**config.mk**
```make
export PLATFORM = sky130hd
export DESIGN_NAME = gray_readout
export DESIGN_NICKNAME = d
export VERILOG_FILES = /design/src/rtl/gray_readout.sv
export SDC_FILE = /design/constraint.sdc
export NUM_CORES = 1
export LEC_CHECK = 0
export BUFFER_PORTS_ARGS = -buffer_cell sky130_fd_sc_hd__buf_2
export CORE_MARGIN = 5
export CORE_UTILIZATION = 47
export CTS_BUF_LIST = sky130_fd_sc_hd__clkbuf_16
export CTS_CLUSTER_DIAMETER = 30
export CTS_CLUSTER_SIZE = 8
export DETAILED_ROUTE_END_ITERATION = 12
export PLACE_DENSITY = 0.77
export SYNTH_ARGS = -nofsm -noshare
export SYNTH_HDL_FRONTEND = slang
export SYNTH_SLANG_ARGS = --single-unit
```
**constraint.sdc**
```tcl
create_clock -name clk -period 2.08 [get_ports clk]
set_clock_uncertainty 0.05 [all_clocks]
set_input_delay 0.416 -clock clk [delete_from_list [all_inputs] [get_ports clk]]
set_output_delay 0.416 -clock clk [all_outputs]
set_load 0.1 [all_outputs]
```
**src/rtl/gray_readout.sv**
```systemverilog
// Column readout sequencer: enables one column at a time on the shared gray bus,
// samples it after two settled cycles and streams the decoded binary word out.
module gray_readout #(
    parameter int width   = 8,
    parameter int columns = 4,
    localparam int idx_w  = (columns > 1) ? $clog2(columns) : 1
) (
    input  logic               clk,
    input  logic               reset,
    input  logic               start,
    output logic               busy,
    output logic [columns-1:0] col_enable,
    input  logic [width-1:0]   bus_in,
    output logic [width-1:0]   data_out,
    output logic [idx_w-1:0]   col_index,
    output logic               data_valid,
    input  logic               data_ready,
    output logic               done
);

    typedef enum logic [2:0] {
        IDLE,
        DRIVE,
        SAMPLE,
        OUTPUT,
        DONE
    } state_t;

    state_t state;
    state_t state_next;
    logic   last_col;
    logic   handshake;

    // Each binary bit is the XOR of all gray bits at or above it.
    function automatic logic [width-1:0] gray2bin(input logic [width-1:0] g);
        logic [width-1:0] b;
        b[width-1] = g[width-1];
        for (int i = width - 2; i >= 0; i--) begin
            b[i] = b[i+1] ^ g[i];
        end
        return b;
    endfunction

    assign last_col  = (col_index == idx_w'(columns - 1));
    assign handshake = data_valid && data_ready;

    // NOTE: every output gets a default before the case so no path leaves a
    // signal unassigned, which would infer a latch.
    always_comb begin
        state_next = state;
        busy       = (state != IDLE);
        done       = 1'b0;
        col_enable = '0;
        case (state)
            IDLE: begin
                if (start) state_next = DRIVE;
            end
            DRIVE: begin
                col_enable = columns'(1) << col_index;
                state_next = SAMPLE;
            end
            SAMPLE: begin
                col_enable = columns'(1) << col_index;
                state_next = OUTPUT;
            end
            OUTPUT: begin
                if (handshake) state_next = last_col ? DONE : DRIVE;
            end
            DONE: begin
                done       = 1'b1;
                state_next = IDLE;
            end
            default: state_next = IDLE;
        endcase
    end

    // NOTE: state is updated with non-blocking assignments so every register
    // sees the pre-edge values of the others, independent of statement order.
    always_ff @(posedge clk) begin
        if (!reset) begin
            state      <= IDLE;
            col_index  <= '0;
            data_out   <= '0;
            data_valid <= 1'b0;
        end else begin
            state <= state_next;
            case (state)
                IDLE: begin
                    if (start) col_index <= '0;
                end
                SAMPLE: begin
                    // Bus has been driven by this column for two full cycles here.
                    data_out   <= gray2bin(bus_in);
                    data_valid <= 1'b1;
                end
                OUTPUT: begin
                    if (handshake) begin
                        data_valid <= 1'b0;
                        if (!last_col) col_index <= col_index + 1'b1;
                    end
                end
                default: ;
            endcase
        end
    end

endmodule

```
=== Yosys cells after proc, flatten, opt, wreduce, memory -nomap -nowiden ===
Cells that the tools add are included.
W data, S select, Z words.

* Register bits: 14
* Bits of input ports: 12
* Output and inout port bits: 17
* Logic and storage cells: 42

* Add/sub/neg operators: 1
* Equal/unequal tests: 8
* Shift operators: 1
* Muxes and demuxes: 12
* Bitwise operators: 7
* Reductions and logical operators: 9

{| class="wikitable"
|+ Operators with widths
! operator !! number
|-
| $pmux W3 S4 || 1
|-
| $mux W3 || 3
|-
| $xor A1 B1 Y1 || 7
|-
| $eq A3 B2 Y1 const B || 2
|-
| $mux W2 || 3
|-
| $ne A2 B2 Y1 const B || 3
|-
| $mux W4 || 1
|-
| $pmux W2 S2 || 1
|-
| $reduce_and A2 Y1 || 2
|-
| $reduce_and A4 Y1 || 1
|-
| $reduce_bool A2 Y1 || 2
|-
| $shl A1 B2 Y4 const A || 1
|-
| $eq A3 B1 Y1 const B || 1
|-
| $eq A3 B3 Y1 const B || 1
|-
| $logic_not A3 Y1 || 1
|-
| $reduce_bool A3 Y1 || 1
|-
| $add A2 B1 Y2 const B || 1
|-
| $eq A2 B2 Y1 const B || 1
|-
| $mux W1 || 2
|-
| $pmux W1 S2 || 1
|-
| $reduce_or A2 Y1 || 1
|-
| $logic_and A1 B1 Y1 || 1
|}

=== Longest topological paths before layout ===
* Depth in word-level cells: 7
* Depth in mapped cells: 6

=== Worst setup path after synthesis ===
No wires, ideal clock.

* Path kind: flip-flop to output port
* Start: reg state[0]
* End: out done
* Data arrival time: 2.732 ns
* Setup slack: -1.118 ns
* Stages on the path, launching flop included: 3
* Path buffers: 1
* Cell sequence: dfxtp_1 clkbuf_1 nor3b_1

* Longest elaborated chain between the ends: 2

{| class="wikitable"
|+ Ends and longest elaborated chain
! what !! RTL line !! source
|-
| start, declared || 29 || <nowiki>state_t state;</nowiki>
|-
| start signal, assigned || 86 || <nowiki>state <= state_next;</nowiki>
|-
| $eq A3 B3 Y1 || 54 || <nowiki>case (state)</nowiki>
|-
| $mux W1 || 54 ||
|-
| end, declared || 18 || <nowiki>output logic done</nowiki>
|}

No other way between the ends.

=== Worst setup path in the final report ===
* Start: reg state[0]
* End: out col_enable[0]

* Longest elaborated chain between the ends: 3
* Elaborated cells between the ends (all ways): 4
* Those cells by class: eq/ne (2); mux (1); reduce/logical (1)

{| class="wikitable"
|+ Ends and longest elaborated chain
! what !! RTL line !! source
|-
| $eq A3 B2 Y1 or $eq A3 B1 Y1 (tied branches) || 54 ||
|-
| $reduce_or A2 Y1 (no source line) (*) || - ||
|-
| $mux W4 (*) || - ||
|-
| end, declared || 12 || <nowiki>output logic [columns-1:0] col_enable,</nowiki>
|}

Every way passes the cells marked *; elsewhere a longest branch is shown, timed or not.

==> impl_metrics.tcl <==
set metrics [dict create \
    insertedDiodeCount 0 \
    ctsHoldBuffers 0 \
    yosysTopAreaCell "dfxtp_1" \
    grt_first_pass_wirelength_um 2904 \
    dr.pass1.iters 4 \
    max_slew.worst_pin.slew_ns 0.4902 \
    wl_per_cell_um 13.89 \
    post-route-util_pct 71.19 \
    htree_levels 1 \
    slew_headroom_pct 67.55 \
    crit_path_start_kind "flop" \
    powerDensity_nw_per_um2 879.3 \
    gp_congestion 0.7861 \
    status "finished, final reports clean" \
    clk_pin_slew_ns 0.05 \
    initial_utilization_pct 50.41 \
    vias_per_cell 5.389 \
    area_growth_syn_to_layout_pct 41.22 \
    total_power_w 0.0009649 \
    drv_cap 0 \
    fin_area_sq_um 1097 \
    critPathMaxFanout 14 \
    yosysWarnings 0 \
    fin_hold_ws_ns 0.3983 \
    portBuffers 28 \
    drive_gt1_share_pct 38.26 \
    maxClockFrequency_mhz 523.2 \
    die_h_um 50.66 \
    post-route-period-util_pct 91.89 \
    power_leakage_nw 0.5032 \
    cts_tree "built" \
    hp-class "in -> reg" \
    num_io_pins 29 \
    grt_pass1_vias 655 \
    synthTopCellsByCount "dfxtp_1 (14), nand2_1 (10), and2_1 (5)" \
    cts_resized 0 \
    cts_sinks 14 \
    ys_seq_area_share_pct 36.07 \
    rows 14 \
    finalHoldViolations 0 \
    final-setup-viol-count 0 \
    drt_iter0_drc 11 \
    dp_hpwl_um 1350 \
    peakVddDrop_mv 0.7368 \
    syn_avg_cell_area_sq_um 9.141 \
    synth_area_sq_um 777.0 \
    placed_area_sq_um 1013 \
    cts_max_path_buffers 2 \
    cp.arrival_ns 1.45 \
    ys_ff_latch 14 \
    synth_fp_nets 101 \
    die_area_sq_um 2566 \
    grt_usage_pct 14.71 \
    grt_setup_unrepaired "false" \
    grt.overflow.total 0 \
    clk_latency_ns 0.24 \
    netlist.area_leader.share_pct 36.07 \
    nets 132 \
    postRouteAntennaNets 0 \
    core_sq_um 1541 \
    slew_viol_final 0 \
    end_kind "output pin" \
    period_minus_slack_ns 1.911 \
    path_class "reg -> out" \
    synth_edf_count 0 \
    synth_flop_cell "dfxtp_1" \
    synth_area_leaders "dfxtp_1 (36%), ha_1 (6.4%), nand2_1 (4.8%)" \
    post_cts_buffers 0 \
    async_reset_ff_share_pct 0 \
    antenna_found_initial 0 \
    synth.most_common_cell "dfxtp_1" \
    numCtsBuffers 3 \
    grt_max_degree 15 \
    vias 706 \
    route.detailed.drc 0 \
    cp.required_ns 1.61 \
    syn-instance-count 85 \
    setup_tns_ns 0 \
    wl_um 1819 \
    root_buffer "clkbuf_16" \
    synth_cell_types 32 \
    chipWidth_um 50.66 \
]
==> final cells by class <==
type	instances	area, sq um
clock inverter	1	3.754
fill	118	444.2
timing repair buffer	30	215.2
multi-input combinational	65	491.7
sequential	14	284.0
tap	16	20.02
clock buffer	3	75.07
inverter	2	7.507
==> worst max-delay path: stages (launching register included) <==
cell and delay, ns:
dfxtp_2 0.39, nand2b_1 0.23, a21oi_2 0.20, and2_1 0.19, buf_12 0.18
==> layer usage <==
| metal | vias to the layer above | wire length [um] | GRT usage, % |
|---|---|---|---|
| met5 | - | 0 | 0 |
| met4 | 0 | 25 | 6.383 |
| met3 | 4 | 126 | 5.030 |
| met2 | 21 | 897 | 24.79 |
| li1 | 356 | - | - |
| met1 | 325 | 769 | 16.61 |
==> power by group <==
group	switching [W]	internal, W	total (W)	leakage [nW]
Clock	0.000108	0.000254	0.000361	0.0385
Combinational	0.000216	0.0000828	0.000299	0.349
Sequential	0.0000166	0.000288	0.000304	0.116
Total	0.000340	0.000625	0.000965	0.503
==> cells by family after synthesis <==
group                      synth area share (%)
adders and majority gates                 6.441
muxes                                     1.288
xor gates and xnor gates                  13.04
buffers and inverters                     3.059
DFF                                       36.07
and+or+nand+nor                           23.83
AOI/OAI and AO/OA                         16.27
==> state kept, by name (all words and copies together), names as in the netlist <==
register / flops
data_out: 8
state: 3
col_index: 2
data_valid: 1
==> placed cells by master, fill, tap and decap left out, types with 2 or more instances in the layout <==
master and n:
a21boi_0 3, a21oi_1 2, and2_1 2, and2_2 3, buf_12 4, buf_2 24, buf_4 2, clkbuf_16 3
dfxtp_1 11, dfxtp_2 3, ha_1 4, inv_1 2, nand2_1 10, nand2b_1 4, nand3_1 2, nand3b_1 2
nor2_1 2, nor3_1 2, o211a_1 2, o21ai_0 4, or3_1 3, xnor2_1 4, xor2_1 2
==> path summary, 6_finish.rpt <==
check / start / to / slack [ns] / cells past startpoint
worst min register to register: data_out[0]$_SDFFE_PN0P_ / data_out[0]$_SDFFE_PN0P_ / 0.43 / 2
worst min-delay path: data_ready / state[1]$_SDFFE_PN0P_ / 0.40 / 2
worst max register to register: state[1]$_SDFFE_PN0P_ / col_index[0]$_SDFFE_PN0P_ / 0.46 / 5
worst max-delay path: state[0]$_SDFFE_PN0P_ / col_enable[0] / 0.17 / 4
==> per-stage QoR <==
| step | worst slack, ns | cells |
|---|---|---|
| after floorplan | 0.07892 | 85 |
| after global routing | 0.09405 | 131 |
| after global placement | 0.2613 | 127 |
| after detailed placement | 0.2266 | 127 |
| after CTS | 0.02631 | 131 |
| final | 0.1686 | 131 |
Power figures use the tool's default switching activity.
